<file path="config.mk">
export PLATFORM = sky130hd
export DESIGN_NAME = taus_range_sampler
export DESIGN_NICKNAME = d
export VERILOG_FILES = /design/src/rtl/taus_pkg.sv /design/src/rtl/taus_sample_fifo.sv /design/src/rtl/taus_range_sampler.sv
export SDC_FILE = /design/constraint.sdc
export NUM_CORES = 1
export LEC_CHECK = 0
export CORE_AREA = 3 3 145 77
export CTS_CLUSTER_SIZE = 40
export DETAILED_ROUTE_END_ITERATION = 10
export DIE_AREA = 0 0 148 80
export PLACE_DENSITY = 0.91
export SLEW_MARGIN = 25
export SYNTH_ARGS = -nofsm -noshare
export SYNTH_HDL_FRONTEND = slang
export SYNTH_SLANG_ARGS = --single-unit
</file>
<file path="constraint.sdc">
create_clock -name clk -period 4.5 [get_ports clk]
set_input_delay 0.9 -clock clk [delete_from_list [all_inputs] [get_ports clk]]
set_output_delay 0.9 -clock clk [all_outputs]
set_load 0.02 [all_outputs]
</file>
<file path="src/rtl/taus_pkg.sv">
// Shared definitions for the Tausworthe range sampler: word width, FSM states,
// and the mask helper used to bound candidate samples.
package taus_pkg;

  localparam int TAUS_WORD_W = 32;

  typedef enum logic [1:0] {
    IDLE = 2'd0,
    CALC = 2'd1,
    RUN  = 2'd2
  } state_e;

  // Smears the leading one of (limit - 1) downward, giving the smallest 2^k-1 >= limit-1.
  function automatic logic [TAUS_WORD_W-1:0] calc_mask(input logic [TAUS_WORD_W-1:0] lim_m1);
    logic [TAUS_WORD_W-1:0] m;
    m = lim_m1;
    m = m | (m >> 1);
    m = m | (m >> 2);
    m = m | (m >> 4);
    m = m | (m >> 8);
    m = m | (m >> 16);
    return m;
  endfunction

endpackage

</file>
<file path="src/rtl/taus_sample_fifo.sv">
// Small sample FIFO with a registered head: a pushed entry becomes visible one
// cycle after it is written, and the head holds stable until popped.
module taus_sample_fifo #(
  parameter int WIDTH = 16,
  parameter int DEPTH = 4
) (
  input  logic             clk,
  input  logic             rst,
  input  logic             push,
  input  logic [WIDTH-1:0] push_data,
  input  logic             pop,
  input  logic             flush,
  output logic             full,
  output logic [WIDTH-1:0] head,
  output logic             head_valid
);

  localparam int AW = $clog2(DEPTH);

  logic [WIDTH-1:0] mem_q [DEPTH];
  logic [WIDTH-1:0] mem_d [DEPTH];
  logic [AW-1:0]    wr_ptr_q, wr_ptr_d;
  logic [AW-1:0]    rd_ptr_q, rd_ptr_d;
  logic [AW:0]      count_q, count_d;
  logic [AW:0]      held;
  logic [WIDTH-1:0] head_q, head_d;
  logic             head_valid_q, head_valid_d;
  logic             push_en, pop_en;

  assign full       = (count_q == (AW+1)'(DEPTH));
  assign head       = head_q;
  assign head_valid = head_valid_q;

  always_comb begin
    push_en  = push && !full;
    pop_en   = pop && head_valid_q;
    mem_d    = mem_q;
    wr_ptr_d = wr_ptr_q + AW'(push_en);
    rd_ptr_d = rd_ptr_q + AW'(pop_en);
    count_d  = count_q + (AW+1)'(push_en) - (AW+1)'(pop_en);
    if (push_en) mem_d[wr_ptr_q] = push_data;
    // Only entries stored before this edge may reach the head register.
    held         = count_q - (AW+1)'(pop_en);
    head_valid_d = (held != '0);
    head_d       = head_valid_d ? mem_q[rd_ptr_d] : '0;
    if (flush) begin
      wr_ptr_d     = '0;
      rd_ptr_d     = '0;
      count_d      = '0;
      head_valid_d = 1'b0;
      head_d       = '0;
    end
  end

  always_ff @(posedge clk) begin
    if (rst) begin
      for (int i = 0; i < DEPTH; i++) mem_q[i] <= '0;
      wr_ptr_q     <= '0;
      rd_ptr_q     <= '0;
      count_q      <= '0;
      head_q       <= '0;
      head_valid_q <= 1'b0;
    end else begin
      mem_q        <= mem_d;
      wr_ptr_q     <= wr_ptr_d;
      rd_ptr_q     <= rd_ptr_d;
      count_q      <= count_d;
      head_q       <= head_d;
      head_valid_q <= head_valid_d;
    end
  end

endmodule

</file>
<file path="src/rtl/taus_range_sampler.sv">
// Mask-and-reject sampler turning generator words into uniform integers in [0, limit).
// Optional accept/reject counters are enabled with TAUS_RANGE_SAMPLER_STATS_EN.
//
//   state | meaning
//   IDLE  | no usable limit, words not consumed
//   CALC  | one cycle, derive mask_q from limit_q
//   RUN   | consume words, push in-range candidates
module taus_range_sampler
  import taus_pkg::*;
#(
  parameter int WIDTH = 16,
  parameter int DEPTH = 4
) (
  input  logic                   clk,
  input  logic                   rst,
  input  logic [TAUS_WORD_W-1:0] rnd_in,
  input  logic                   rnd_valid,
  output logic                   rnd_ready,
  input  logic [WIDTH-1:0]       limit,
  input  logic                   limit_load,
  output logic [WIDTH-1:0]       sample,
  output logic                   sample_valid,
  input  logic                   sample_ready,
  output logic                   busy
`ifdef TAUS_RANGE_SAMPLER_STATS_EN
  ,
  output logic [31:0]            accept_cnt,
  output logic [31:0]            reject_cnt
`endif
);

  state_e                 state_q, state_d;
  logic [WIDTH-1:0]       limit_q, limit_d;
  logic [WIDTH-1:0]       mask_q, mask_d;
  logic [TAUS_WORD_W-1:0] mask_full;
  logic [WIDTH-1:0]       cand;
  logic                   in_range;
  logic                   take;
  logic                   push;
  logic                   fifo_full;
  logic                   unused_bits;

  always_ff @(posedge clk) begin
    if (rst) state_q <= IDLE;
    else     state_q <= state_d;
  end

  always_comb begin
    state_d = state_q;
    case (state_q)
      IDLE: if (limit_load) state_d = CALC;
      CALC: begin
        if (limit_load)          state_d = CALC;
        else if (limit_q != '0)  state_d = RUN;
        else                     state_d = IDLE;
      end
      RUN:  if (limit_load) state_d = CALC;
      default: state_d = IDLE;
    endcase
  end

  always_comb begin
    rnd_ready = (state_q == RUN) && !fifo_full;
    busy      = (state_q != IDLE);
  end

  always_comb begin
    mask_full = calc_mask(TAUS_WORD_W'(limit_q) - TAUS_WORD_W'(1));
    limit_d   = limit_load ? limit : limit_q;
    mask_d    = (state_q == CALC) ? mask_full[WIDTH-1:0] : mask_q;
    cand      = rnd_in[WIDTH-1:0] & mask_q;
    in_range  = (cand < limit_q);
    // A word consumed in the same cycle as a reload belongs to the old limit.
    take      = rnd_valid && rnd_ready && (state_q == RUN) && !limit_load;
    push      = take && in_range;
  end

  assign unused_bits = ^{rnd_in, mask_full};

  always_ff @(posedge clk) begin
    if (rst) begin
      limit_q <= '0;
      mask_q  <= '0;
    end else begin
      limit_q <= limit_d;
      mask_q  <= mask_d;
    end
  end

  taus_sample_fifo #(
    .WIDTH (WIDTH),
    .DEPTH (DEPTH)
  ) u_fifo (
    .clk        (clk),
    .rst        (rst),
    .push       (push),
    .push_data  (cand),
    .pop        (sample_ready),
    .flush      (limit_load),
    .full       (fifo_full),
    .head       (sample),
    .head_valid (sample_valid)
  );

`ifdef TAUS_RANGE_SAMPLER_STATS_EN
  logic [31:0] accept_cnt_q, accept_cnt_d;
  logic [31:0] reject_cnt_q, reject_cnt_d;

  always_comb begin
    accept_cnt_d = accept_cnt_q;
    reject_cnt_d = reject_cnt_q;
    if (limit_load) begin
      accept_cnt_d = '0;
      reject_cnt_d = '0;
    end else if (take) begin
      if (in_range) accept_cnt_d = accept_cnt_q + 32'd1;
      else          reject_cnt_d = reject_cnt_q + 32'd1;
    end
  end

  always_ff @(posedge clk) begin
    if (rst) begin
      accept_cnt_q <= '0;
      reject_cnt_q <= '0;
    end else begin
      accept_cnt_q <= accept_cnt_d;
      reject_cnt_q <= reject_cnt_d;
    end
  end

  assign accept_cnt = accept_cnt_q;
  assign reject_cnt = reject_cnt_q;
`endif

endmodule

</file>
==> results.cfg, run 1 <==
[run_status]
status = completed

[drt]
ant_nets = 0
dr_wl_met2_mm = 6.59
highest_layer = met4
drtPass1Iterations = 7
vias = 4439
wirelength_met1_mm = 5.83
met3_length_um = 770
wl_per_cell_um = 17.4
drc = 0
drtIter0Drc = 216
routed_wl_mm = 13.6
drt-vias-per-instance = 5.67

[global_route]
antenna_found_initial = 0
grt_max_degree = 71
grt.overflow.total = 0
grt_pass1_wl_mm = 22.1
grt_pass1_vias = 4533
track_usage = 0.239

[synthesis]
synthTopCellsByArea = dfxtp_1, mux2i_1, nand2b_1, mux4_2, ha_1
synth_simple_gate_area_frac = 0.215
synth_xor_area_frac = 0.0162
synth_top_area_cell = dfxtp_1
syn-num-nets = 663
synth_edf_count = 0
ys_types = 51
netlist_area_mm2 = 0.00595
synthAdderAreaFrac = 0.0517
synth.most_common_cell = dfxtp_1
synth_top_family_by_area = simple AND/OR/NAND/NOR gates
syn_area_per_cell_um2 = 10.2
synthMuxAreaShare = 0.195
synth_ff_type = dfxtp_1
synthCells = 586
yosysSeqAreaShare = 0.410
synthTopCellsByCount = dfxtp_1, nand2b_1, mux2i_1
ys_ff_latch = 122
netlist.area_leader.share = 0.410
synth_compound_area_frac = 0.0593
synth_warnings = 0
async_reset_ff_frac = 0

[clock_tree]
clkLatencyLatePin_ps = 420
cts_tree = done
cts.sinks = 122
clockRootBuffer = clkbuf_16
cts_resized = 0
ctsHoldBuffers = 0
post_cts.repair.setup_buffers = 0
clk_pin_slew_worst_paths_ps = 60
cts_buffers = 17
h-tree-depth = 4
ctsLongestPathBuffers = 2

[critical_path]
worst-setup-path-type = primary input to flop
slowest_stage = a311oi_1
r2r-end = u_fifo.count_q[2]
crit_path_end_kind = flop
reg2reg_depth = 10
crit_start = rnd_in[3]
max_stage_delay_ps = 690
arrival_ps = 3950
cp_max_fo = 5
crit_path_start_kind = primary input
endpoint = u_fifo.count_q[2]
required_ps = 4810
cp_cell_sequence = clkdlybuf4s50_1 -> and2_1 -> ha_1 -> o211ai_1 -> a31oi_1 -> o21ai_0 -> a311oi_1 -> nor2_1 -> ha_1 -> fa_1 -> xnor2_1 -> nor2_1
rrSetupSlack_ps = 1290
r2r_start = limit_q[7]

[placed_design]
dp_worst_setup_slack_ps = 613
gp_congestion = 0.851
hpwlAfterDp_mm = 8.64
portBuffers = 55

[timing]
setup_viol = 0
fin_skew_ps = 8.42
worst_pin_slew_ps = 777
hold_viol = 0
fmax_ghz = 0.275
period_share = 0.809
rsz0062_at_grt = no
period_needed_ps = 3640
finalWorstSetupSlack_ps = 858
relSlewSlack = 0.478
drv_slew = 0
hold_ws_ps = 477
tns_ps = 0

[floorplanning]
dieHeight_um = 80
initial_core_util = 0.594
rows = 26
dieArea_mm2 = 0.0118
die_x_um = 148
coreArea_mm2 = 0.0100
design.portCount = 72

[cells_and_area]
nets = 707
drive_gt1_frac = 0.115
area_delta_synth_final_pct = 18.6
diodes = 0

[power]
finalPower_w = 0.00262
power_density_mw_per_mm2 = 371
p_leak_nw = 3.01
power_frac_clock = 0.480
p_int_w = 0.00195
p_sw_frac = 0.256
irDropWorstVdd_mv = 0.284
power_switching_w = 0.000670
seqPwrFrac = 0.428
p_comb_frac = 0.091

[job]
cap_violations = 0

[hold_path]
hold_path_class = flop to flop
min_path_cells = 2
[power groups by stage]
stage | Sequential [W] | Clock [W] | Combinational, W
after floorplan | 0.00113 | 0 | 0.000179
after global placement | 0.00114 | 0 | 0.000228
after detailed placement | 0.00115 | 0 | 0.000234
after CTS | 0.00112 | 0.00127 | 0.000237
after global routing | 0.00113 | 0.00132 | 0.000263
final | 0.00112 | 0.00126 | 0.000239
[layer usage]
layer  global-route usage  vias up
li1                     -     2132
met1                0.281     2126
met2                0.403      133
met3               0.0732       48
met4                0.119        0
met5                    0        -
[registers in the layout (all words and copies together) (netlist names)]
| register | count |
|---|---|
| limit_q | 16 |
| mask_q | 16 |
| state_q | 2 |
| u_fifo.count_q | 3 |
| u_fifo.head | 16 |
| u_fifo.head_valid | 1 |
| u_fifo.mem_q | 64 |
| u_fifo.rd_ptr_q | 2 |
| u_fifo.wr_ptr_q | 2 |
[cell families (layout without fill, tap and decap cells)]
logic type / Yosys count / count (layout)
buffers and inverters: 61 / 118
AOI/OAI and AO/OA: 51 / 51
and+or+nand+nor: 221 / 221
adders and majority gates: 24 / 24
DFF: 122 / 122
xor gates and xnor gates: 11 / 11
muxes: 96 / 96
[cells in the final DEF, fill, tap and decap left out, types with 10 or more instances in the layout]
cell type and count:
mux2i_1 80, nand2_1 12, nor3_1 11, clkbuf_16 17
and2_1 21, and3_1 17, nand2b_1 83, ha_1 23
clkdlybuf4s50_1 54, dfxtp_1 122, o21ai_0 10, inv_1 24
nor2_1 40, mux4_2 16
[layout make-up]
class                      instances  area (um^2)
clock inverter                    13         96.3
fill                             706         2960
inverter                          24         90.1
timing repair buffer              62          601
tap                              140          175
sequential                       122         2440
multi-input combinational        403         3200
clock buffer                      19          453
[through the flow]
| step | area [um^2] | instances | util |
|---|---|---|---|
| 2_1_floorplan | 5950 | 586 | - |
| 3_3_place_gp | 6510 | 751 | 0.650 |
| 3_5_place_dp | 6510 | 751 | 0.650 |
| 4_1_cts | 7060 | 783 | 0.704 |
| 5_1_grt | 7060 | 783 | 0.705 |
| 6_report | 7060 | 783 | 0.705 |
[worst max-delay path: cells and delay by family]
kind	cells	cell delay, ps
AOI/OAI and AO/OA	4	1040
xor gates and xnor gates	1	230
adders and majority gates	3	970
buffers and inverters	1	400
and+or+nand+nor	3	400
[worst min-delay path by stage]
| stage | start | to | slack (ps) |
|---|---|---|---|
| 2_1_floorplan | state_q[0] | state_q[0] | 440 |
| 3_3_place_gp | state_q[0] | state_q[0] | 450 |
| 3_5_place_dp | mask_q[15] | mask_q[15] | 460 |
| 4_1_cts | u_fifo.mem_q[6] | u_fifo.mem_q[6] | 480 |
| 5_1_grt | u_fifo.mem_q[52] | u_fifo.mem_q[52] | 490 |
| 6_report | u_fifo.mem_q[56] | u_fifo.mem_q[56] | 480 |
Note: power is estimated with default switching activity, not from simulation.
==> inputs of run 2 (changes only) <==
Settings changed: CORE_AREA 3 3 145 77 to 3 3 157 83, DIE_AREA 0 0 148 80 to 0 0 160 86, PLACE_DENSITY 0.91 to 0.83.
Clock period 4.5 ns to 3.2 ns, I/O delays scaled along.
==> run 2 against run 1 <==
Compared with the run above: first-iteration DRC count rose by 22%; clock power rose by 74%; sequential share of layout area fell by 1.8 points; combinational power rose by 51%; register-to-register slack got worse by 960 ps; critical endpoint is now u_fifo.mem_q[42]; largest cell class unchanged.
==> results.cfg, run 2 (synthesis gave the netlist of run 1 again) <==
[clock_tree]
clockRootBuffer = clkbuf_16
clkLatencyLatePin_ps = 420
ctsLongestPathBuffers = 2
cts_buffers = 17
h-tree-depth = 4
ctsHoldBuffers = 0
cts_tree = done
clk_pin_slew_worst_paths_ps = 60
cts.sinks = 122

[cells_and_area]
register_area_mm2 = 0.00244
multi_input_area_mm2 = 0.00321
largest_reg_flops = 64
layout_common_cells = dfxtp_1, nand2b_1, mux2i_1
fillers = 906
diodes = 0
layout_commonest_cell = dfxtp_1
instances_no_fill = 830
area_delta_synth_final_pct = 25.2
fin_util = 0.637
top_register = u_fifo.mem_q
nets = 729
drive_gt1_frac = 0.144

[drt]
drtIter0Drc = 263
drc = 0
vias = 4423
wl_per_cell_um = 15.9
ant_nets = 0
drt-vias-per-instance = 5.33
routed_wl_mm = 13.2
drtPass1Iterations = 5

[timing]
tns_ps = 0
fmax_ghz = 0.326
setup_viol = 0
worst_pin_slew_ps = 600
rsz0062_at_grt = no
period_share = 0.960
period_needed_ps = 3070
drv_slew = 0
relSlewSlack = 0.600
hold_viol = 0
fin_skew_ps = 10.9

[placed_design]
dp.cells = 798
portBuffers = 55
hpwlAfterDp_mm = 8.86
gp_congestion = 0.903

[global_route]
grt_pass1_wl_mm = 22.1
grt.overflow.total = 0
grt_pass1_vias = 4519
antenna_found_initial = 0
track_usage = 0.201
grt_max_degree = 75

[power]
p_sw_frac = 0.225
p_leak_nw = 3.21
power_frac_clock = 0.530
power_switching_w = 0.000928
seqPwrFrac = 0.383
finalPower_w = 0.00413
p_int_w = 0.00320
p_comb_frac = 0.087
irDropWorstVdd_mv = 0.326
power_density_mw_per_mm2 = 554

[hold_path]
hold_path_class = flop to flop

[critical_path]
cp_cell_sequence = clkdlybuf4s50_1 -> and2_1 -> ha_1 -> a21oi_1 -> o21ai_1 -> a41oi_1 -> a311oi_2 -> buf_4 -> or4b_2 -> buf_12 -> mux2i_2
crit_path_end_kind = flop
cp_max_fo = 16
critical_path_buf_inv_count = 3
cp_top_family = simple AND/OR/NAND/NOR gates
arrival_ps = 3360
slowest_stage = or4b_2
max_stage_delay_ps = 690
crit_path_start_kind = primary input
worst-setup-path-type = primary input to flop
required_ps = 3490

[run_status]
status = completed

[floorplanning]
initial_core_util = 0.509
design.portCount = 72
rows = 28
dieArea_mm2 = 0.0138
dieHeight_um = 86
coreArea_mm2 = 0.0117
die_x_um = 160

[job]
cap_violations = 0
==> run 2: cell count changes in the layout (fill, tap and decap cells not counted), moves of 2 or more <==
cell and delta:
o21ai_0 -2, clkbuf_8 -2, buf_4 +16, buf_12 +5, clkinvlp_4 -4, bufinv_16 +6
clkinv_2 -3, clkbuf_1 +2, o21ai_1 +2
==> run 2: worst register-to-register path, stage by stage (launching register included) <==
cell	delay (ps)
dfxtp_1	510
inv_1	90
ha_1	320
a21oi_1	150
o21ai_1	90
a41oi_1	250
a311oi_2	100
buf_4	170
or4b_2	690
buf_12	200
mux2i_2	170
==> run 2: power groups by stage <==
stage	combinational [W]	sequential, W	clock [W]
floorplan	0.000251	0.00160	0
detailed placement	0.000351	0.00161	0
finish	0.000360	0.00158	0.00219
global placement	0.000344	0.00161	0
global route	0.000401	0.00158	0.00228
CTS	0.000356	0.00158	0.00221
==> run 2: per-layer routing <==
metal  routed length (um)  part of all wire  up-vias  global-route usage
li1                     -                 -     2187                   -
met1                 6180              0.47     2115               0.257
met2                 6260              0.48      106               0.339
met3                  584             0.044       15              0.0463
met4                  148             0.011        0              0.0709
met5                    0                 0        -                   0
==> run 2: worst paths after layout <==
path | endpoint | slack [ps] | start | depth (start not counted)
worst max-delay path | u_fifo.mem_q[42] | 130 | rnd_in[11] | 11
worst min-delay path | u_fifo.mem_q[2] | 470 | u_fifo.mem_q[2] | 2
worst max register to register | u_fifo.mem_q[42] | 330 | limit_q[9] | 10
worst min register to register | u_fifo.mem_q[2] | 470 | u_fifo.mem_q[2] | 2
==> run 2: timing repair <==
action,in CTS,in global routing
setup endpoints to repair,0,2
buffers inserted,0,0
gates resized for setup,0,4
endpoints found under the hold margin,0,0
==> run 2: cell type report <==
type | count | area share
clock inverter | 13 | 0.0322
multi-input combinational | 403 | 0.431
inverter | 24 | 0.0121
clock buffer | 19 | 0.0581
sequential | 122 | 0.328
tap | 165 | 0.0277
timing repair buffer | 84 | 0.111
==> run 2: through the flow <==
stage	hold slack, ps	worst slack, ps	area [um^2]
6_report	474	128	7450
5_1_grt	481	12.7	7450
4_1_cts	473	89.9	7440
3_5_place_dp	464	-287	6770
3_3_place_gp	455	-181	6770
2_1_floorplan	436	249	5950
